## config.mk

```make
export PLATFORM = sky130hd
export DESIGN_NAME = conv_rr_scheduler
export DESIGN_NICKNAME = d
export VERILOG_FILES = /design/src/rtl/conv_rr_scheduler.sv
export SDC_FILE = /design/constraint.sdc
export NUM_CORES = 1
export LEC_CHECK = 0
export ABC_AREA = 1
export ABC_CLOCK_PERIOD_IN_PS = 3200
export BUFFER_PORTS_ARGS = -buffer_cell sky130_fd_sc_hd__buf_2
export CAP_MARGIN = 30
export CORE_ASPECT_RATIO = 1.75
export CORE_MARGIN = 3
export CORE_UTILIZATION = 44
export DETAILED_ROUTE_END_ITERATION = 10
export PLACE_DENSITY = 0.65
export SYNTH_ARGS = -nofsm -noshare
export SYNTH_HDL_FRONTEND = slang
export SYNTH_SLANG_ARGS = --single-unit
export TNS_END_PERCENT = 10
```

## constraint.sdc

```tcl
create_clock -name clock -period 3.2 [get_ports clock]
set_input_delay 0.32 -clock clock [delete_from_list [all_inputs] [get_ports clock]]
set_output_delay 0.32 -clock clock [all_outputs]
set_load 0.1 [all_outputs]
```

## src/rtl/conv_rr_scheduler.sv

```systemverilog
`default_nettype none
// ============================================================================
// conv_rr_scheduler: three soc/eoc converter front-ends, each with a
// one-sample buffer, merged round-robin onto a shared dav_/rfd channel.
// Rev 1.0
// ============================================================================
module conv_rr_scheduler #(
    parameter int W = 8
) (
    input  logic         clock,
    input  logic         reset,
    input  logic [W-1:0] x1,
    input  logic [W-1:0] x2,
    input  logic [W-1:0] x3,
    input  logic         eoc1,
    input  logic         eoc2,
    input  logic         eoc3,
    output logic         soc1,
    output logic         soc2,
    output logic         soc3,
    output logic [W-1:0] out,
    output logic [1:0]   chan,
    output logic         dav_,
    input  logic         rfd
);

    typedef enum logic [1:0] {
        C_START = 2'd0,
        C_WAIT  = 2'd1,
        C_HOLD  = 2'd2
    } chan_state_t;

    typedef enum logic [1:0] {
        O_IDLE = 2'd0,
        O_ACK  = 2'd1,
        O_REL  = 2'd2
    } out_state_t;

    logic [W-1:0] w_x   [3];
    logic [W-1:0] r_buf [3];
    logic [2:0]   w_eoc;
    logic [2:0]   r_soc;
    logic [2:0]   r_full;
    logic [2:0]   w_clr;

    assign w_x[0] = x1;
    assign w_x[1] = x2;
    assign w_x[2] = x3;
    assign w_eoc  = {eoc3, eoc2, eoc1};
    assign soc1   = r_soc[0];
    assign soc2   = r_soc[1];
    assign soc3   = r_soc[2];

    for (genvar i = 0; i < 3; i++) begin : g_chan
        chan_state_t  r_state;
        chan_state_t  w_state_nxt;
        logic         r_soc_q;
        logic         r_full_q;
        logic [W-1:0] r_buf_q;

        always_comb begin
            w_state_nxt = r_state;
            case (r_state)
                C_START: if (!w_eoc[i]) w_state_nxt = C_WAIT;
                C_WAIT:  if (w_eoc[i])  w_state_nxt = C_HOLD;
                C_HOLD:  if (!r_full_q) w_state_nxt = C_START;
                default: w_state_nxt = C_START;
            endcase
        end

        // A grant only ever clears a channel sitting in C_HOLD, so it never meets a capture.
        always_ff @(posedge clock or posedge reset) begin
            if (reset) begin
                r_state  <= C_START;
                r_soc_q  <= 1'b0;
                r_full_q <= 1'b0;
                r_buf_q  <= '0;
            end else begin
                r_state <= w_state_nxt;
                r_soc_q <= (r_state == C_START) && w_eoc[i];
                if ((r_state == C_WAIT) && w_eoc[i]) begin
                    r_buf_q  <= w_x[i];
                    r_full_q <= 1'b1;
                end else if (w_clr[i]) begin
                    r_full_q <= 1'b0;
                end
            end
        end

        assign r_soc[i]  = r_soc_q;
        assign r_full[i] = r_full_q;
        assign r_buf[i]  = r_buf_q;
    end

    out_state_t r_ostate;
    out_state_t w_ostate_nxt;
    logic [1:0] r_rr_last;
    logic       w_gnt_vld;
    logic [1:0] w_gnt;
    logic [1:0] w_idx;

    // Scan from the channel after the last grant; the lowest offset that is full wins.
    always_comb begin
        w_gnt_vld = 1'b0;
        w_gnt     = 2'd0;
        w_idx     = 2'd0;
        for (int k = 2; k >= 0; k--) begin
            w_idx = 2'((int'(r_rr_last) + k) % 3);
            if (r_full[w_idx]) begin
                w_gnt_vld = 1'b1;
                w_gnt     = w_idx + 2'd1;
            end
        end
    end

    assign w_clr = ((r_ostate == O_IDLE) && w_gnt_vld) ? (3'b001 << (w_gnt - 2'd1)) : 3'b000;

    always_comb begin
        w_ostate_nxt = r_ostate;
        case (r_ostate)
            O_IDLE:  if (w_gnt_vld) w_ostate_nxt = O_ACK;
            O_ACK:   if (!rfd)      w_ostate_nxt = O_REL;
            O_REL:   if (rfd)       w_ostate_nxt = O_IDLE;
            default: w_ostate_nxt = O_IDLE;
        endcase
    end

    always_ff @(posedge clock or posedge reset) begin
        if (reset) begin
            r_ostate  <= O_IDLE;
            r_rr_last <= 2'd3;
            out       <= '0;
            chan      <= 2'd0;
            dav_      <= 1'b1;
        end else begin
            r_ostate <= w_ostate_nxt;
            if (w_clr != 3'b000) begin
                out       <= r_buf[w_gnt - 2'd1];
                chan      <= w_gnt;
                r_rr_last <= w_gnt;
                dav_      <= 1'b0;
            end else if ((r_ostate == O_ACK) && !rfd) begin
                dav_ <= 1'b1;
            end
        end
    end

endmodule
`default_nettype wire
```

==> flow_summary_export.csv, run 1 <==
group,metric,value,unit
yosys,synthFlopType,"dfrtp_1",
floorplanning,initial_core_util,46.8,%
critical_path,crit_fanout,9,
finish,nets,355,
yosys,synth.most_common_cell,"dfrtp_1",
drt,drc_errors,0,
floorplanning,ios,44,
yosys,synth_edf_count,0,
clocking,numCtsBuffers,5,
yosys,yosys_warnings,0,
critical_path,cp-end-kind,"flop",
clocking,cts_tree,"done",
place,port-buffer-count,43,
critical_path,setup.worst_path.start,"r_rr_last[0]$_DFFE_PP1P_",
sta,setup_viol,0,
yosys,synth_area_leaders,"dfrtp_1 (48%), mux2_2 (7.1%), nor2_1 (7.0%), nand2_1 (6.5%), inv_1 (3.9%)",
drt,final_antenna_net_count,0,
clocking,cts_sinks,51,
drt,drt-initial-drc-count,30,
floorplanning,coreArea,5390,um^2
yosys,yosys.area.top_type,"dfrtp_1",
floorplanning,dieArea,6710,um^2
floorplanning,fp.dieH,106,um
critical_path,start_kind,"flop",
clocking,clock_latency,0.30,ns
sta,fin_skew,0.00530,ns
sta,rsz0062_at_grt,"no",
drt,vias,1967,
clocking,h-tree-depth,2,
finish,area_delta_synth_final,14.6,%
run_status,status,"completed",
sta,fin_crit,2.84,ns
clocking,cts_root_buffer,"clkbuf_8",
clocking,clk_pin_slew,0.09,ns
floorplanning,die_w,63.2,um
yosys,synth_area_per_cell,9.27,um^2
finish,final_cells,393,
job,maxCapViolCount,0,
yosys,synth_area,2520,um^2
worst_hold_path,hold_start,"eoc1",
sta,final.setup.tns,0,ns
yosys,synthesis.nets,309,
global_routing,grt_pass1_wl,8.75,mm
critical_path,reg2reg_depth,15,
sta,slew_headroom,59.9,%
global_routing,grt_pass1_vias,1985,
place,dp_hpwl,3.87,mm
sta,clock.fmax,352,MHz
clocking,clockBufferDepth,2,
place,finalWeightedCongestion,0.813,
yosys,synth-async-reset-ratio,100,%
critical_path,critPathArrivalTime,3.07,ns
drt,via_per_inst,5.01,
yosys,yosysTopAreaCellShare,47.6,%
global_routing,grt.total_usage,16.6,%
yosys,synth_seq_cells,51,
global_routing,grt_max_degree,40,
place,placed_cells,384,
finish,layout-drive-gt1-share,29.8,%
floorplanning,rows,35,
yosys,synth_cells,272,
critical_path,critPathRequiredTime,3.43,ns
critical_path,setup.worst_path.end,"out[5]$_DFFE_PP0P_",
critical_path,r2r_start,"r_rr_last[0]$_DFFE_PP1P_",
worst_hold_path,holdCritPathClass,"in2reg",
global_routing,overflow,0,
sta,timing.final.crit_share,88.9,%
critical_path,worstReg2RegEnd,"out[5]$_DFFE_PP0P_",
drt,wl_per_cell,13.0,um
global_routing,antenna_found_initial,0,
sta,tightest_slew,0.599,ns
critical_path,r2r_slack,0.36,ns
critical_path,worstSetupPathType,"reg2reg",
sta,slew_violations,0,
sta,hold_viol_final,0,
yosys,yosys.cell_types.count,27,
yosys,ys_seq_area_share,50.7,%
yosys,synth_common_cells,"dfrtp_1 (48), nor2_1 (47), nand2_1 (44), inv_1 (26), a21oi_1 (17)",
finish,diodes,0,
drt,finalWirelength,5.12,mm
drt,firstDrtPassIters,4,
==> kinds of logic (layout without fill, tap and decap cells) <==
family                     count (synthesis)  after routing  share of synthesized area (%)
and+or+nand+nor                          130            130                           24.3
DFF                                       51             51                           50.7
buffers and inverters                     39             86                           7.69
AOI/OAI and AO/OA                         29             29                           6.70
muxes                                     16             16                           7.14
adders and majority gates                  7              7                           3.47
==> worst min path at each step <==
stage,endpoint,slack [ns],depth (start not counted)
2_1_floorplan,g_chan[0].r_state[0]$_DFFE_PP0P_,0.38,1
3_3_place_gp,g_chan[2].r_state[0]$_DFFE_PP0P_,0.41,1
3_5_place_dp,soc1$_DFF_PP0_,0.28,2
4_1_cts,g_chan[0].r_state[0]$_DFFE_PP0P_,0.18,2
5_1_grt,g_chan[0].r_state[0]$_DFFE_PP0P_,0.18,2
6_report,g_chan[0].r_state[0]$_DFFE_PP0P_,0.18,2
==> flip-flops by register name, indices dropped and copies added, names as in the netlist <==
| signal | cells |
|---|---|
| g_chan.r_state | 6 |
| soc2 | 1 |
| r_rr_last | 2 |
| g_chan.r_full_q | 3 |
| soc1 | 1 |
| g_chan.r_buf_q | 24 |
| out | 8 |
| dav_ | 1 |
| r_ostate | 2 |
| chan | 2 |
| soc3 | 1 |
==> per-layer routing <==
layer / vias up / wire length (um) / track usage, %
met5: - / 0 / 0
met4: 0 / 210 / 8.35
met3: 14 / 145 / 2.43
met2: 39 / 2890 / 31.7
met1: 947 / 1880 / 17.0
li1: 967 / - / -
==> stage by stage <==
stage | instance area, um^2 | utilization [%] | setup slack [ns] | hold slack (ns)
after floorplan | 2520 | - | 0.544 | 0.381
after global placement | 2770 | 51.4 | 0.323 | 0.409
after detailed placement | 2790 | 51.8 | 0.222 | 0.285
after CTS | 2880 | 53.5 | 0.197 | 0.177
after global routing | 2890 | 53.7 | 0.0566 | 0.182
final | 2890 | 53.7 | 0.357 | 0.180
==> critical path, stage by stage, from the launching register on <==
cell	delay (ns)
dfstp_2	0.55
inv_1	0.07
ha_1	0.35
inv_2	0.11
nand2_1	0.06
nand2_1	0.10
nand2_2	0.10
nand3_4	0.11
o21ai_0	0.10
a31oi_2	0.24
ha_1	0.39
inv_1	0.25
nand4_1	0.13
nand2_1	0.08
nor2_1	0.05
nor2_1	0.09
==> cells in the final DEF (no fill, tap or decap), types with 5 or more instances in the layout <==
cell type	Yosys	routed
a21oi_1	17	17
buf_2	1	43
clkbuf_8	0	5
dfrtp_1	48	48
ha_1	7	7
inv_1	26	25
inv_2	4	5
mux2_2	16	16
nand2_1	44	44
nand3_1	16	16
nand3_2	5	5
nand4_1	8	8
nor2_1	47	47
==> cell type report <==
cell class                      instances  area (um^2)
Fill cell                             524         2490
Sequential cell                        51         1280
Multi-Input combinational cell        182         1060
Timing Repair Buffer                   47          260
Inverter                               31          118
Tap cell                               74         92.6
Clock buffer                            7         76.3
Clock inverter                          1         5.00
==> repair_timing <==
action,in CTS,in global routing
setup buffers,0,0
hold buffers,1,0
gates resized for setup,0,2
endpoints found under the setup margin,0,13
hold endpoints to repair,9,0
Power of run 1 is left out: the tool's default activity adds up to more than one toggle a clock period on the data nets, which glitch-free logic cannot reach.
==> run 2, diff against run 1 <==
--- a/config.mk
+++ b/config.mk
@@ -5,7 +5,6 @@
 export SDC_FILE = /design/constraint.sdc
 export NUM_CORES = 1
 export LEC_CHECK = 0
-export ABC_AREA = 1
 export ABC_CLOCK_PERIOD_IN_PS = 3200
 export BUFFER_PORTS_ARGS = -buffer_cell sky130_fd_sc_hd__buf_2
 export CAP_MARGIN = 30
==> run 2 against run 1 <==
Net effect: count of clock-buffer cells in the layout did not move; register-to-register slack got worse by 0.18 ns; largest cell class unchanged; hold slack got worse by 0.15 ns; area after synthesis fell by 1.4%; critical endpoint is now chan[0]$_DFFE_PP0P_; final cell count fell by 17%.
==> flow_summary_export.csv, run 2 <==
group,metric,value,unit
run_status,status,"completed",
finish,nets,290,
critical_path,cp-end-kind,"flop",
place,port-buffer-count,43,
yosys,synthesis.nets,246,
critical_path,crit_fanout,8,
yosys,synthFlopType,"dfrtp_1",
clocking,cts_root_buffer,"clkbuf_8",
yosys,yosys.area.top_type,"dfrtp_1",
global_routing,grt_max_degree,32,
place,place_area,2850,um^2
critical_path,start_kind,"flop",
sta,timing.final.crit_share,94.4,%
yosys,synth_seq_cells,51,
sta,slew_headroom,62.0,%
finish,mostFrequentLayoutCells,"dfrtp_1 (48), buf_2 (43), mux2_2 (24)",
critical_path,worstSetupPathType,"reg2reg",
floorplanning,fp.dieH,105,um
yosys,synth-compound-area-share,10.6,%
place,placed_cells,320,
global_routing,overflow,0,
yosys,synth.most_common_cell,"dfrtp_1",
sta,slew_violations,0,
yosys,synth_edf_count,0,
clocking,hold_buffers,0,
finish,area_delta_synth_final,19.0,%
yosys,synth_common_cells,"dfrtp_1 (48), mux2_2 (24), mux2i_1 (14), a31oi_1 (12), inv_1 (12)",
sta,clock.fmax,331,MHz
floorplanning,coreArea,5390,um^2
clocking,clockBufferDepth,2,
sta,fin_crit,3.02,ns
floorplanning,ios,44,
floorplanning,die_w,62.8,um
floorplanning,initial_core_util,46.2,%
drt,drt-initial-drc-count,59,
sta,rsz0062_at_grt,"no",
finish,final_common_cell,"dfrtp_1",
yosys,yosys.cell_types.count,37,
yosys,synth_top_family_by_area,"multiplexers",
critical_path,r2r_slack,0.18,ns
global_routing,grt.total_usage,15.8,%
yosys,synth_area_leaders,"dfrtp_1 (48%), mux2_2 (11%), mux2i_1 (5.6%), ha_1 (3.5%), dfstp_2 (3.2%)",
job,maxCapViolCount,0,
yosys,synth_xor_xnor_area_share,0.352,%
critical_path,setup.worst_path.start,"r_rr_last[0]$_DFFE_PP1P_",
yosys,yosys_warnings,0,
yosys,muxShareOfSynthArea,17.7,%
finish,top_register,"g_chan.r_buf_q",
place,dp_slack,0.0166,ns
place,finalWeightedCongestion,0.870,
clocking,h-tree-depth,2,
yosys,synth-async-reset-ratio,100,%
sta,whs,0.0253,ns
global_routing,antenna_found_initial,0,
finish,final_cell_area,2960,um^2
sta,final.setup.worst_slack,0.180,ns
yosys,synth-simple-area-share,10.8,%
clocking,cts_sinks,51,
critical_path,r2r_start,"r_rr_last[0]$_DFFE_PP1P_",
floorplanning,dieArea,6630,um^2
place,dp_hpwl,3.94,mm
drt,drc_errors,0,
floorplanning,rows,35,
critical_path,critPathRequiredTime,3.39,ns
drt,via_per_inst,5.28,
clocking,cts_tree,"done",
yosys,yosysTopAreaCellShare,48.3,%
critical_path,reg2reg_depth,12,
global_routing,grt_pass1_vias,1750,
yosys,synth_area_per_cell,11.9,um^2
drt,finalWirelength,5.01,mm
critical_path,worstReg2RegEnd,"chan[0]$_DFFE_PP0P_",
finish,layout-drive-gt1-share,42.9,%
global_routing,grt_pass1_wl,8.27,mm
drt,firstDrtPassIters,4,
finish,reg.largest.list,"g_chan.r_buf_q x24, out x8, g_chan.r_state x6",
drt,wl_per_cell,15.3,um
finish,diodes,0,
worst_hold_path,holdCritPathClass,"in2async",
clocking,clock_latency,0.29,ns
yosys,ys_seq_area_share,51.5,%
yosys,synthAdderAreaFrac,3.52,%
critical_path,critPathArrivalTime,3.21,ns
sta,hold_viol_final,0,
yosys,synth_cells,209,
drt,vias,1731,
finish,final_cells,328,
sta,fin_skew,0.00824,ns
yosys,synth_area,2490,um^2
sta,tightest_slew,0.566,ns
sta,setup_viol,0,
clocking,clk_pin_slew,0.09,ns
finish,largest_reg_flops,24,
drt,final_antenna_net_count,0,
clocking,numCtsBuffers,5,
run 2: cell types whose count changed after synthesis, moves of 14 or more:
cell     delta
nand2_1    -38
inv_1      -14
nand3_1    -16
nor2_1     -41
a21oi_1    -15
mux2i_1    +14
run 2: what timing repair did:
action / in CTS / in global routing
endpoints found under the setup margin: 1 / 12
setup buffers: 0 / 0
pin swaps: 0 / 2
resized for setup: 1 / 4
run 2: layout make-up:
type	count	area, um^2
multi-input combinational	131	1160
inverter	12	45.0
timing repair buffer	52	295
clock inverter	1	5.00
fill	507	2430
sequential	51	1280
clock buffer	7	86.3
tap	74	92.6
run 2: cell families (layout without fill, tap and decap cells):
family | Yosys count | after routing
AOI/OAI and AO/OA | 36 | 36
xor gates and xnor gates | 1 | 1
adders and majority gates | 7 | 7
buffers and inverters | 27 | 72
DFF | 51 | 51
muxes | 40 | 40
and+or+nand+nor | 47 | 47
run 2: worst max path at each step:
| stage | to | depth (start not counted) |
|---|---|---|
| finish | chan[0]$_DFFE_PP0P_ | 12 |
| CTS | dav_$_DFFE_PP1P_ | 14 |
| global placement | dav_$_DFFE_PP1P_ | 13 |
| floorplan | chan[0]$_DFFE_PP0P_ | 16 |
| detailed placement | dav_$_DFFE_PP1P_ | 14 |
| global route | out[5]$_DFFE_PP0P_ | 13 |
run 2: metal layers:
metal | share of wire (%) | global-route usage, % | routed length (um)
met5 | 0 | 0 | 0
met2 | 56 | 29.0 | 2810
met1 | 39 | 17.3 | 1960
met4 | 1.8 | 7.58 | 92
met3 | 2.9 | 2.56 | 143
run 2: metrics by stage:
step | TNS (ns) | utilization (%)
after CTS | 0 | 54.7
final | 0 | 55.0
after floorplan | -0.0129 | -
after detailed placement | 0 | 52.9
after global routing | 0 | 55.0
after global placement | 0 | 52.5
run 2: critical path, cell delays in order (launching register included):
cell and delay (ns):
dfstp_2 0.58, ha_2 0.27, mux2i_1 0.25, mux2i_2 0.11, and2_1 0.20, o31ai_4 0.24, inv_2 0.09, ha_2 0.19
nor3_2 0.17, nor3_1 0.08, and3_4 0.19, or2_4 0.26, mux2_4 0.30
Power of run 2 is left out for the same reason.
==> run 3, diff against run 2 <==
--- a/config.mk
+++ b/config.mk
@@ -8,11 +8,13 @@
 export ABC_CLOCK_PERIOD_IN_PS = 3200
 export BUFFER_PORTS_ARGS = -buffer_cell sky130_fd_sc_hd__buf_2
 export CAP_MARGIN = 30
+export CELL_PAD_IN_SITES_DETAIL_PLACEMENT = 0
+export CELL_PAD_IN_SITES_GLOBAL_PLACEMENT = 1
 export CORE_ASPECT_RATIO = 1.75
 export CORE_MARGIN = 3
 export CORE_UTILIZATION = 44
 export DETAILED_ROUTE_END_ITERATION = 10
-export PLACE_DENSITY = 0.65
+export PLACE_DENSITY_LB_ADDON = 0.1
 export SYNTH_ARGS = -nofsm -noshare
 export SYNTH_HDL_FRONTEND = slang
 export SYNTH_SLANG_ARGS = --single-unit
==> run 3 against run 2 <==
Net effect: setup slack got worse by 0.041 ns; clock skew up 0.0011 ns; final cell count grew 1.8%; die area unchanged; register-to-register slack worse by 0.04 ns; design area up 3.0%.
==> flow_summary_export.csv, run 3 (same netlist as run 2, synthesis figures left out) <==
group,metric,value,unit
sta,slew_violations,0,
drt,vias,1737,
critical_path,setup.worst_path.end,"chan[0]$_DFFE_PP0P_",
sta,tightest_slew,0.810,ns
finish,regArea,1280,um^2
global_routing,grt_pass1_vias,1755,
sta,fin_skew,0.00938,ns
critical_path,critPathArrivalTime,3.26,ns
place,dp_slack,0.0535,ns
critical_path,critPathRequiredTime,3.40,ns
place,dp_hpwl,3.87,mm
global_routing,grt.total_usage,16.6,%
floorplanning,coreArea,5390,um^2
clocking,cts_sinks,51,
clocking,cts_root_buffer,"clkbuf_8",
place,placed_cells,321,
critical_path,crit_chain,"inv_2 -> ha_4 -> inv_1 -> mux2i_2 -> and2_4 -> o31ai_4 -> inv_2 -> ha_2 -> nor3_2 -> nor3_2 -> and3_4 -> or2_4 -> mux2_4",
floorplanning,rows,35,
run_status,status,"completed",
finish,final_common_cell,"dfrtp_1",
drt,via_per_inst,5.20,
floorplanning,die_w,62.8,um
critical_path,crit_path_top_delay_cell,"dfstp_2",
clocking,numCtsBuffers,5,
clocking,h-tree-depth,2,
finish,final_cell_area,3050,um^2
place,place_area,2850,um^2
critical_path,setup.worst_path.start,"r_rr_last[0]$_DFFE_PP1P_",
clocking,clock_latency,0.31,ns
finish,area_delta_synth_final,22.6,%
drt,drc_errors,0,
finish,top_register,"g_chan.r_buf_q",
finish,nFillCells,495,
clocking,clk_pin_slew,0.10,ns
critical_path,worstReg2RegEnd,"chan[0]$_DFFE_PP0P_",
job,maxCapViolCount,0,
critical_path,r2r_start,"r_rr_last[0]$_DFFE_PP1P_",
drt,wl_per_cell,15.4,um
global_routing,antenna_found_initial,0,
critical_path,reg2reg_depth,13,
drt,firstDrtPassIters,4,
place,port-buffer-count,43,
drt,final_antenna_net_count,0,
sta,clock.fmax,327,MHz
finish,multi_input_area,1180,um^2
sta,setup_viol,0,
clocking,clockBufferDepth,2,
finish,mostFrequentLayoutCells,"dfrtp_1 (48), buf_2 (43), mux2_2 (24)",
critical_path,cp-end-kind,"flop",
critical_path,crit_fanout,7,
sta,timing.final.crit_share,95.6,%
critical_path,worstSetupPathType,"reg2reg",
finish,nets,296,
clocking,cts_tree,"done",
global_routing,overflow,0,
global_routing,grt_max_degree,40,
sta,slew_headroom,46.0,%
finish,diodes,0,
finish,reg.largest.list,"g_chan.r_buf_q x24, out x8, g_chan.r_state x6",
sta,hold_viol_final,0,
finish,layout-drive-gt1-share,45.0,%
floorplanning,dieArea,6630,um^2
global_routing,grt_pass1_wl,8.47,mm
floorplanning,ios,44,
drt,finalWirelength,5.15,mm
finish,final_cells,334,
clocking,hold_buffers,0,
floorplanning,initial_core_util,46.2,%
drt,drt-initial-drc-count,51,
sta,fin_crit,3.06,ns
place,finalWeightedCongestion,0.801,
worst_hold_path,holdCritPathClass,"in2async",
floorplanning,fp.dieH,105,um
finish,largest_reg_flops,24,
critical_path,start_kind,"flop",
critical_path,r2r_slack,0.14,ns
critical_path,slowest_delay,0.58,ns
sta,final.setup.worst_slack,0.139,ns
-- run 3: cell type report --
cell class	instances	share of cell area (%)
well taps	74	3.04
inverters	12	1.48
multi-input cells	131	38.7
clock buffers	5	2.26
flip-flops and latches	51	42.0
clock inverters	3	1.44
repair buffers	58	11.2
-- run 3: through the flow --
stage               setup TNS, ns  utilization (%)  hold WS [ns]
floorplan                 -0.0129                -         0.381
detailed placement              0             52.8         0.452
global placement                0             52.8         0.443
CTS                             0             54.9         0.164
global route              -0.0142             56.6         0.173
finish                          0             56.6         0.157
-- run 3: worst max-delay path: cells and delay by family, from the launching register on --
family / cells / cell delay [ns]
AND/OR/NAND/NOR: 5 / 0.87
flip-flops: 1 / 0.58
adder cells (fa/ha/maj): 2 / 0.49
multiplexers: 2 / 0.47
AO/OA/AOI/OAI: 1 / 0.29
buffers and inverters: 3 / 0.23
-- run 3: metal layers --
layer / vias to the layer above / part of all wire [%] / routed length, um / GRT usage [%]
li1: 848 / - / - / -
met4: 0 / 1.5 / 78 / 5.69
met1: 852 / 39 / 2030 / 18.7
met5: - / 0 / 0 / 0
met2: 30 / 56 / 2880 / 30.5
met3: 7 / 3.3 / 168 / 3.52
-- run 3: worst min-delay path by stage --
| stage | start | endpoint | slack (ns) | cells past startpoint |
|---|---|---|---|---|
| 2_1_floorplan | eoc1 | g_chan[0].r_state[0]$_DFFE_PP0P_ | 0.38 | 1 |
| 3_3_place_gp | g_chan[0].r_state[0]$_DFFE_PP0P_ | soc1$_DFF_PP0_ | 0.44 | 1 |
| 3_5_place_dp | g_chan[0].r_state[0]$_DFFE_PP0P_ | soc1$_DFF_PP0_ | 0.45 | 1 |
| 4_1_cts | eoc3 | g_chan[2].r_state[0]$_DFFE_PP0P_ | 0.16 | 2 |
| 5_1_grt | eoc3 | g_chan[2].r_state[0]$_DFFE_PP0P_ | 0.17 | 2 |
| 6_report | reset | g_chan[0].r_buf_q[0]$_DFFE_PP0P_ | 0.16 | 2 |
-- run 3: timing repair --
item	in CTS	in global routing
setup buffers	0	5
gates resized for setup	0	8
setup endpoints to repair	0	13
Power of run 3 is left out for the same reason.
